`src/rtl/fifo_pkg.sv`:
```
// Shared definitions for the FIFO read and write controllers.
package fifo_pkg;

  localparam int FIFO_ADDR_W = 8;
  localparam int FIFO_DATA_W = 8;

  // Pointers carry one extra wrap bit above the storage address.
  typedef logic [FIFO_ADDR_W:0]   ptr_t;
  typedef logic [FIFO_DATA_W-1:0] data_t;

  // Output register state: IDLE holds nothing, FULL holds the head word.
  typedef enum logic {
    IDLE = 1'b0,
    FULL = 1'b1
  } out_state_e;

endpackage : fifo_pkg

```
`src/rtl/fifo_rd_ctrl.sv`:
```
// Read-side FIFO controller: owns the read pointer, prefetches the head
// word into a show-ahead register, and reports occupancy and overrun.
module fifo_rd_ctrl
  import fifo_pkg::*;
#(
  parameter int ADDR_W = FIFO_ADDR_W,
  parameter int DATA_W = FIFO_DATA_W
) (
  input  logic              clk,
  input  logic              rst_n,
  input  logic [ADDR_W:0]   wr_ptr,
  output logic [ADDR_W-1:0] mem_addr,
  input  logic [DATA_W-1:0] mem_rdata,
  input  logic              flush,
  output logic [DATA_W-1:0] out_data,
  output logic              out_valid,
  input  logic              out_ready,
  output logic [ADDR_W:0]   rd_ptr,
  output logic [ADDR_W:0]   mem_level,
  output logic              empty,
  output logic              overrun
);

  localparam logic [ADDR_W:0] PTR_ONE = {{ADDR_W{1'b0}}, 1'b1};

  out_state_e        state_q, state_d;
  logic [ADDR_W:0]   rd_ptr_q;
  logic [DATA_W-1:0] out_data_q;
  logic              overrun_q;

  logic mem_empty;
  logic pop;
  logic load;
  logic level_over;

  // The array is read asynchronously at the current pointer, so the head
  // word is available in the same cycle the pointer moves.
  assign mem_addr  = rd_ptr_q[ADDR_W-1:0];
  assign mem_level = wr_ptr - rd_ptr_q;
  assign out_valid = (state_q == FULL);
  assign empty     = mem_empty & ~out_valid;
  assign out_data  = out_data_q;
  assign rd_ptr    = rd_ptr_q;
  assign overrun   = overrun_q;

  // Handshake decode and output-register next state.
  always_comb begin
    // NOTE: every signal written here gets a value before any branch, so
    // no path can leave it unassigned and infer a latch.
    mem_empty  = (rd_ptr_q == wr_ptr);
    pop        = out_valid & out_ready;
    load       = ~mem_empty & (~out_valid | pop);
    // More than a full array of unread words means the writer lapped us.
    level_over = mem_level[ADDR_W] & (|mem_level[ADDR_W-1:0]);
    state_d    = state_q;
    case (state_q)
      IDLE:    if (load)        state_d = FULL;
      FULL:    if (pop && !load) state_d = IDLE;
      default:                  state_d = IDLE;
    endcase
    if (flush) state_d = IDLE;
  end

  // Output-register state.
  always_ff @(posedge clk or negedge rst_n) begin
    // NOTE: sequential state uses non-blocking assignments so every
    // register samples pre-edge values regardless of block ordering.
    if (!rst_n) state_q <= IDLE;
    else        state_q <= state_d;
  end

  // Read pointer and head-word register; flush resynchronises to the writer.
  always_ff @(posedge clk or negedge rst_n) begin
    if (!rst_n) begin
      rd_ptr_q   <= '0;
      out_data_q <= '0;
    end else if (flush) begin
      rd_ptr_q   <= wr_ptr;
    end else if (load) begin
      rd_ptr_q   <= rd_ptr_q + PTR_ONE;
      out_data_q <= mem_rdata;
    end
  end

  // Sticky overrun flag, cleared only by flush or reset.
  always_ff @(posedge clk or negedge rst_n) begin
    if (!rst_n)          overrun_q <= 1'b0;
    else if (flush)      overrun_q <= 1'b0;
    else if (level_over) overrun_q <= 1'b1;
  end

endmodule : fifo_rd_ctrl

```
`config.mk`:
```
export PLATFORM = sky130hd
export DESIGN_NAME = fifo_rd_ctrl
export DESIGN_NICKNAME = d
export VERILOG_FILES = /design/src/rtl/fifo_pkg.sv /design/src/rtl/fifo_rd_ctrl.sv
export SDC_FILE = /design/constraint.sdc
export NUM_CORES = 1
export LEC_CHECK = 0
export BUFFER_PORTS_ARGS = -buffer_cell sky130_fd_sc_hd__buf_2
export CAP_MARGIN = 5
export CORE_UTILIZATION = 41
export DETAILED_ROUTE_END_ITERATION = 16
export GPL_ROUTABILITY_DRIVEN = 0
export PLACE_DENSITY = 0.7
export SLEW_MARGIN = 20
export SYNTH_ARGS = -nofsm -noshare
export SYNTH_HDL_FRONTEND = slang
export SYNTH_SLANG_ARGS = --single-unit
```
`constraint.sdc`:
```
create_clock -name clk -period 4.4 [get_ports clk]
set_input_delay 0.66 -clock clk [delete_from_list [all_inputs] [get_ports clk]]
set_output_delay 0.66 -clock clk [all_outputs]
set_load 0.05 [all_outputs]
```
Yosys cells after proc, flatten, opt, wreduce, memory -nomap -nowiden
Index checks and enable logic that the tools add are counted.
- output and inout bits: 37
- word-level logic and storage cells: 29
- register bits: 19
- reduce and logical (&&, ||, !) cells: 6
- bitwise gates (word level): 8
- equal/unequal tests: 1
- $add $sub $neg: 2
- muxes and demuxes: 8
- operator list (cell ; number):
    9-bit 2-to-1 mux ; 2
    9-bit by 1-bit adder with 9-bit output, second input constant ; 1
    9-bit == test ; 1
    9-bit subtractor ; 1
    8-bit OR reduction ; 1
    1-bit 2-to-1 mux ; 5
    1-bit AND ; 4
    2-bit nonzero test ; 2
    1-bit NOT ; 3
    1-bit case mux with 2 select lines ; 1
    2-bit AND reduction ; 1
    1-bit logical AND ; 1
    1-bit zero test ; 1
    1-bit bitwise OR ; 1

Depth between registers and ports, before layout
- depth in word-level cells: 8
- mapped depth: 9
- mapped depth without buffers: 9

Least setup slack after synthesis
Ideal clock, no wire load.
- path kind: register to output
- from: reg rd_ptr_q[4], in the netlist rd_ptr[4]
- to: out mem_level[7]
- arrival time: 2.761 ns
- path buffers: 0
- cell stages (with the launch flop): 6
- data required time: 3.740 ns
- path slack: 0.979 ns
- cells stage by stage: dfrtp_1 -> inv_1 -> ha_1 -> o211a_1 -> o21ai_1 -> o311ai_1
- cells in the longest elaborated chain, start to end: 1
- RTL lines (what ; RTL line ; text):
    start, declared ; fifo_rd_ctrl.sv:27 ; logic [ADDR_W:0] rd_ptr_q;
    start signal, assigned ; fifo_rd_ctrl.sv:78 ; rd_ptr_q <= wr_ptr;
    start signal, assigned ; fifo_rd_ctrl.sv:80 ; rd_ptr_q <= rd_ptr_q + PTR_ONE;
    9-bit subtractor ; fifo_rd_ctrl.sv:39 ; assign mem_level = wr_ptr - rd_ptr_q;
    end, declared ; fifo_rd_ctrl.sv:19 ; output logic [ADDR_W:0] mem_level,
No other way between the ends.

Worst setup path in the final report
- from: reg rd_ptr_q[0], in the netlist rd_ptr[0]
- to: out mem_level[8]
Same word-level chain as after synthesis.

==> key figures <==
Place
  – Input/output buffers: 57
  – HPWL after detailed placement: 2350 um
  – Placed standard-cell area: 1670 um2

Routing
  – Wire length after detailed routing: 3030 um
  – DRT Pass-1 Iters: 4
  – Detail-routed net length per standard cell: about 12 um
  – Vias per std cell: roughly 5.0
  – Vias: approximately 1200
  – Drt drc: 0
  – Post-route antenna net violation count: 0
  – DRT iter0 DRCs: 32

Setup path
  – Worst Reg2Reg Path Length in Cells: 6
  – Delay of the slowest cell on the worst path: approximately 0.47 ns
  – Slowest-stage cell, CP: dfrtp_1
  – Arrival time at the worst endpoint: 2.55 ns
  – Critical path start-end classification: reg2out
  – Critical R2R Capture: out_data[2]
  – Worst EP required: 3.74 ns
  – Peak fanout along the critical path: 6
  – Reg-to-Reg Start: rd_ptr[5]
  – Crit-path cells: ha_1, fa_1, nand2b_1, a21oi_1, nor2b_1, a211oi_1, xnor2_1, inv_1, buf_2
  – Number of buffers and inverters on the critical path: 2
  – Endpoint class of the critical path: output port
  – Reg-to-reg slack, setup: 1.82 ns
  – Critical path launch point: rd_ptr[0]
  – Family of cells with the greatest summed delay on the critical path: adder cells
  – CP Launch Type: register

Floorplan
  – Die height: between 60 and 70 um
  – Cell row count: 20
  – Area of the placeable core: approximately 3200 um2
  – Top Ports: slightly below 60
  – Starting density of the core: 0.446
  – Chip Width: about 60 um
  – Area of the die: between 3000 and 4000 um2

Yosys
  – Post-synthesis compound-gate area fraction: 0.113
  – Mux contribution to synthesized area: 0.0924
  – Number of synthesized flops with an enable pin: 0
  – Largest family of logic cells by synthesized area: simple AND/OR/NAND/NOR gates
  – Mapped Nets: about 180
  – Count of yosys warnings during synthesis: 0
  – Share of synthesized cell area in full adder, half adder and majority cells: 0.0942
  – Distinct cell type count after synthesis: 37
  – Sequential-to-total area share from yosys stat: 0.338
  – Simple logic cell fraction of the synthesized area: 0.180
  – Register bit total from synthesis: 19
  – Syn Inst Count: roughly 150
  – Mean instance size in the synthesized netlist: 9.32 um2
  – Area of the mapped netlist: around 1400 um2
  – Xor and xnor fraction of the mapped netlist area: 0.0871
  – Commonest register cell after synthesis: dfrtp_1
  – Share of flip-flops with an asynchronous set or reset: 1.00

Finish
  – Post-layout net count: 233
  – Antenna diodes: 0
  – Layout overhead on the synthesized area: 20.4%
  – Cell area after layout: around 1700 um2
  – Register area: 475 um2
  – Fill cell total of the finished layout: 329
  – Leading cell type in the layout, fill and taps excluded: buf_2
  – Layout cell share with drive strength beyond 1: 0.363
  – Commonest cells after routing, fill and taps aside: buf_2 (57), dfrtp_1 (19), nand2_1 (16), inv_1 (14), xnor2_1 (11)
  – Area occupied by multi-input gates: ~800 um2

Clocking
  – Clock transition time at the flip-flop clock pins of the worst setup and hold paths: between 0.1 and 0.15 ns
  – CTS Buffer Depth: 2
  – Number of H-tree levels: 1
  – CTS Hold Buffers Added: 0
  – Cell chosen for the clock root: clkbuf_4
  – CTS Buf Count: 3
  – Gates resized, CTS repair: 0
  – Clock latency on the worst-skew pair: roughly 0.29 ns
  – Sink Count: 19
  – Setup repair bufs after CTS: 0
  – CTS tree: built

GRT
  – Aggregate global-route resource usage: 0.177
  – Maximum number of pins on one net before global-route repair: 23
  – First-pass GRT wire length: roughly 4800 um
  – Antenna violations before repair: 0
  – Leftover overflow at the end of global routing: 0
  – Vias in the first global route: 1087

STA
  – Fin crit period: approximately 3.2 ns
  – Final worst-path cycle share: 0.729
  – Total negative setup slack: 0 ns
  – Clock Skew: approximately 0.0035 ns
  – Setup repair after global routing missed its margin: no
  – Highest Clock Rate: a little over 300 MHz
  – Setup-failing EPs final: 0
  – Final Hold Violating Endpoints: 0
  – Max transition margin: 0.355
  – Number of slew-limit violations in the final report: 0
  – Least-Margin Pin Slew: 0.965 ns

Worst hold path
  – Kind of path behind the tightest hold check: in2async

Power
  – Power after layout: 750 uW
  – P_int: 354 uW
  – Switching power: between 300 and 400 uW
  – Sw Ratio: 0.529
  – Power per standard cell area: ~440 nW/um2
  – Share of power burned in combinational logic: 0.594
  – Worst supply voltage drop on vdd: 0.000329 V
  – Share of power burned in the clock network: 0.118
  – Share of total power in sequential cells: 0.289
  – LEAKAGE: ~0.87 nW

Job
  – Max Cap Violations: 0

Run status
  – Run status: finished clean
==> per-layer routing <==
metal  track usage  wire length, um  up-vias
li1              -                -      616
met1         0.236             1450      548
met2         0.292             1360       46
met3        0.0171              179        4
met4        0.0812               40        0
met5             0                0        -
==> power groups by stage <==
stage / Clock (mW) / Combinational (mW) / Sequential [mW]
6_report: 0.0883 / 0.445 / 0.217
5_1_grt: 0.0982 / 0.474 / 0.220
4_1_cts: 0.0898 / 0.447 / 0.217
3_5_place_dp: 0 / 0.445 / 0.220
3_3_place_gp: 0 / 0.444 / 0.219
2_1_floorplan: 0 / 0.285 / 0.297
==> synthesized netlist by cell type (3+ instances only) <==
| master | instances | area share |
|---|---|---|
| ha_1 | 9 | 0.080 |
| nand2_1 | 16 | 0.043 |
| buf_4 | 8 | 0.043 |
| xor2_1 | 3 | 0.019 |
| dfrtp_1 | 19 | 0.34 |
| nor2b_1 | 4 | 0.018 |
| o21ai_1 | 10 | 0.036 |
| nand2b_1 | 3 | 0.013 |
| and3_1 | 3 | 0.013 |
| xnor2_1 | 11 | 0.068 |
| nand4_1 | 5 | 0.022 |
| a21oi_1 | 6 | 0.021 |
| nor2_1 | 4 | 0.011 |
| inv_1 | 14 | 0.037 |
| mux2_4 | 8 | 0.085 |
| nor3_1 | 6 | 0.021 |
==> worst max-delay path by stage <==
| stage | cells past startpoint | slack (ns) | end |
|---|---|---|---|
| 2_1_floorplan | 5 | 0.98 | mem_level[7] |
| 3_3_place_gp | 11 | 1.25 | mem_level[8] |
| 3_5_place_dp | 11 | 1.19 | mem_level[8] |
| 4_1_cts | 9 | 1.17 | mem_level[8] |
| 5_1_grt | 9 | 1.03 | mem_level[8] |
| 6_report | 9 | 1.19 | mem_level[8] |
==> sequential cells by signal, summed over array words and instances, names as in the netlist <==
signal,cells
out_valid,1
rd_ptr,9
overrun,1
out_data,8
==> stage by stage <==
stage	hold WS, ns	setup slack [ns]	util	instances
floorplan	0.364	0.979	-	151
global placement	0.487	1.25	0.529	241
detailed placement	0.488	1.19	0.529	241
CTS	0.296	1.17	0.538	245
global route	0.294	1.03	0.538	245
finish	0.280	1.19	0.538	245
==> cell type report <==
| class | count | share of cell area |
|---|---|---|
| Clock buffer | 4 | 0.0155 |
| Inverter | 15 | 0.0332 |
| Multi-Input combinational cell | 106 | 0.470 |
| Sequential cell | 19 | 0.280 |
| Tap cell | 44 | 0.0325 |
| Timing Repair Buffer | 57 | 0.168 |
==> kinds of logic (layout without fill, tap and decap cells) <==
family,Yosys count,count (layout)
xor+xnor,14,14
simple gates,48,48
buf+inv,26,76
mux,9,9
flops,19,19
fa+ha+maj,10,10
compound gates,25,25
No activity file was read; power rests on OpenSTA's default activity.
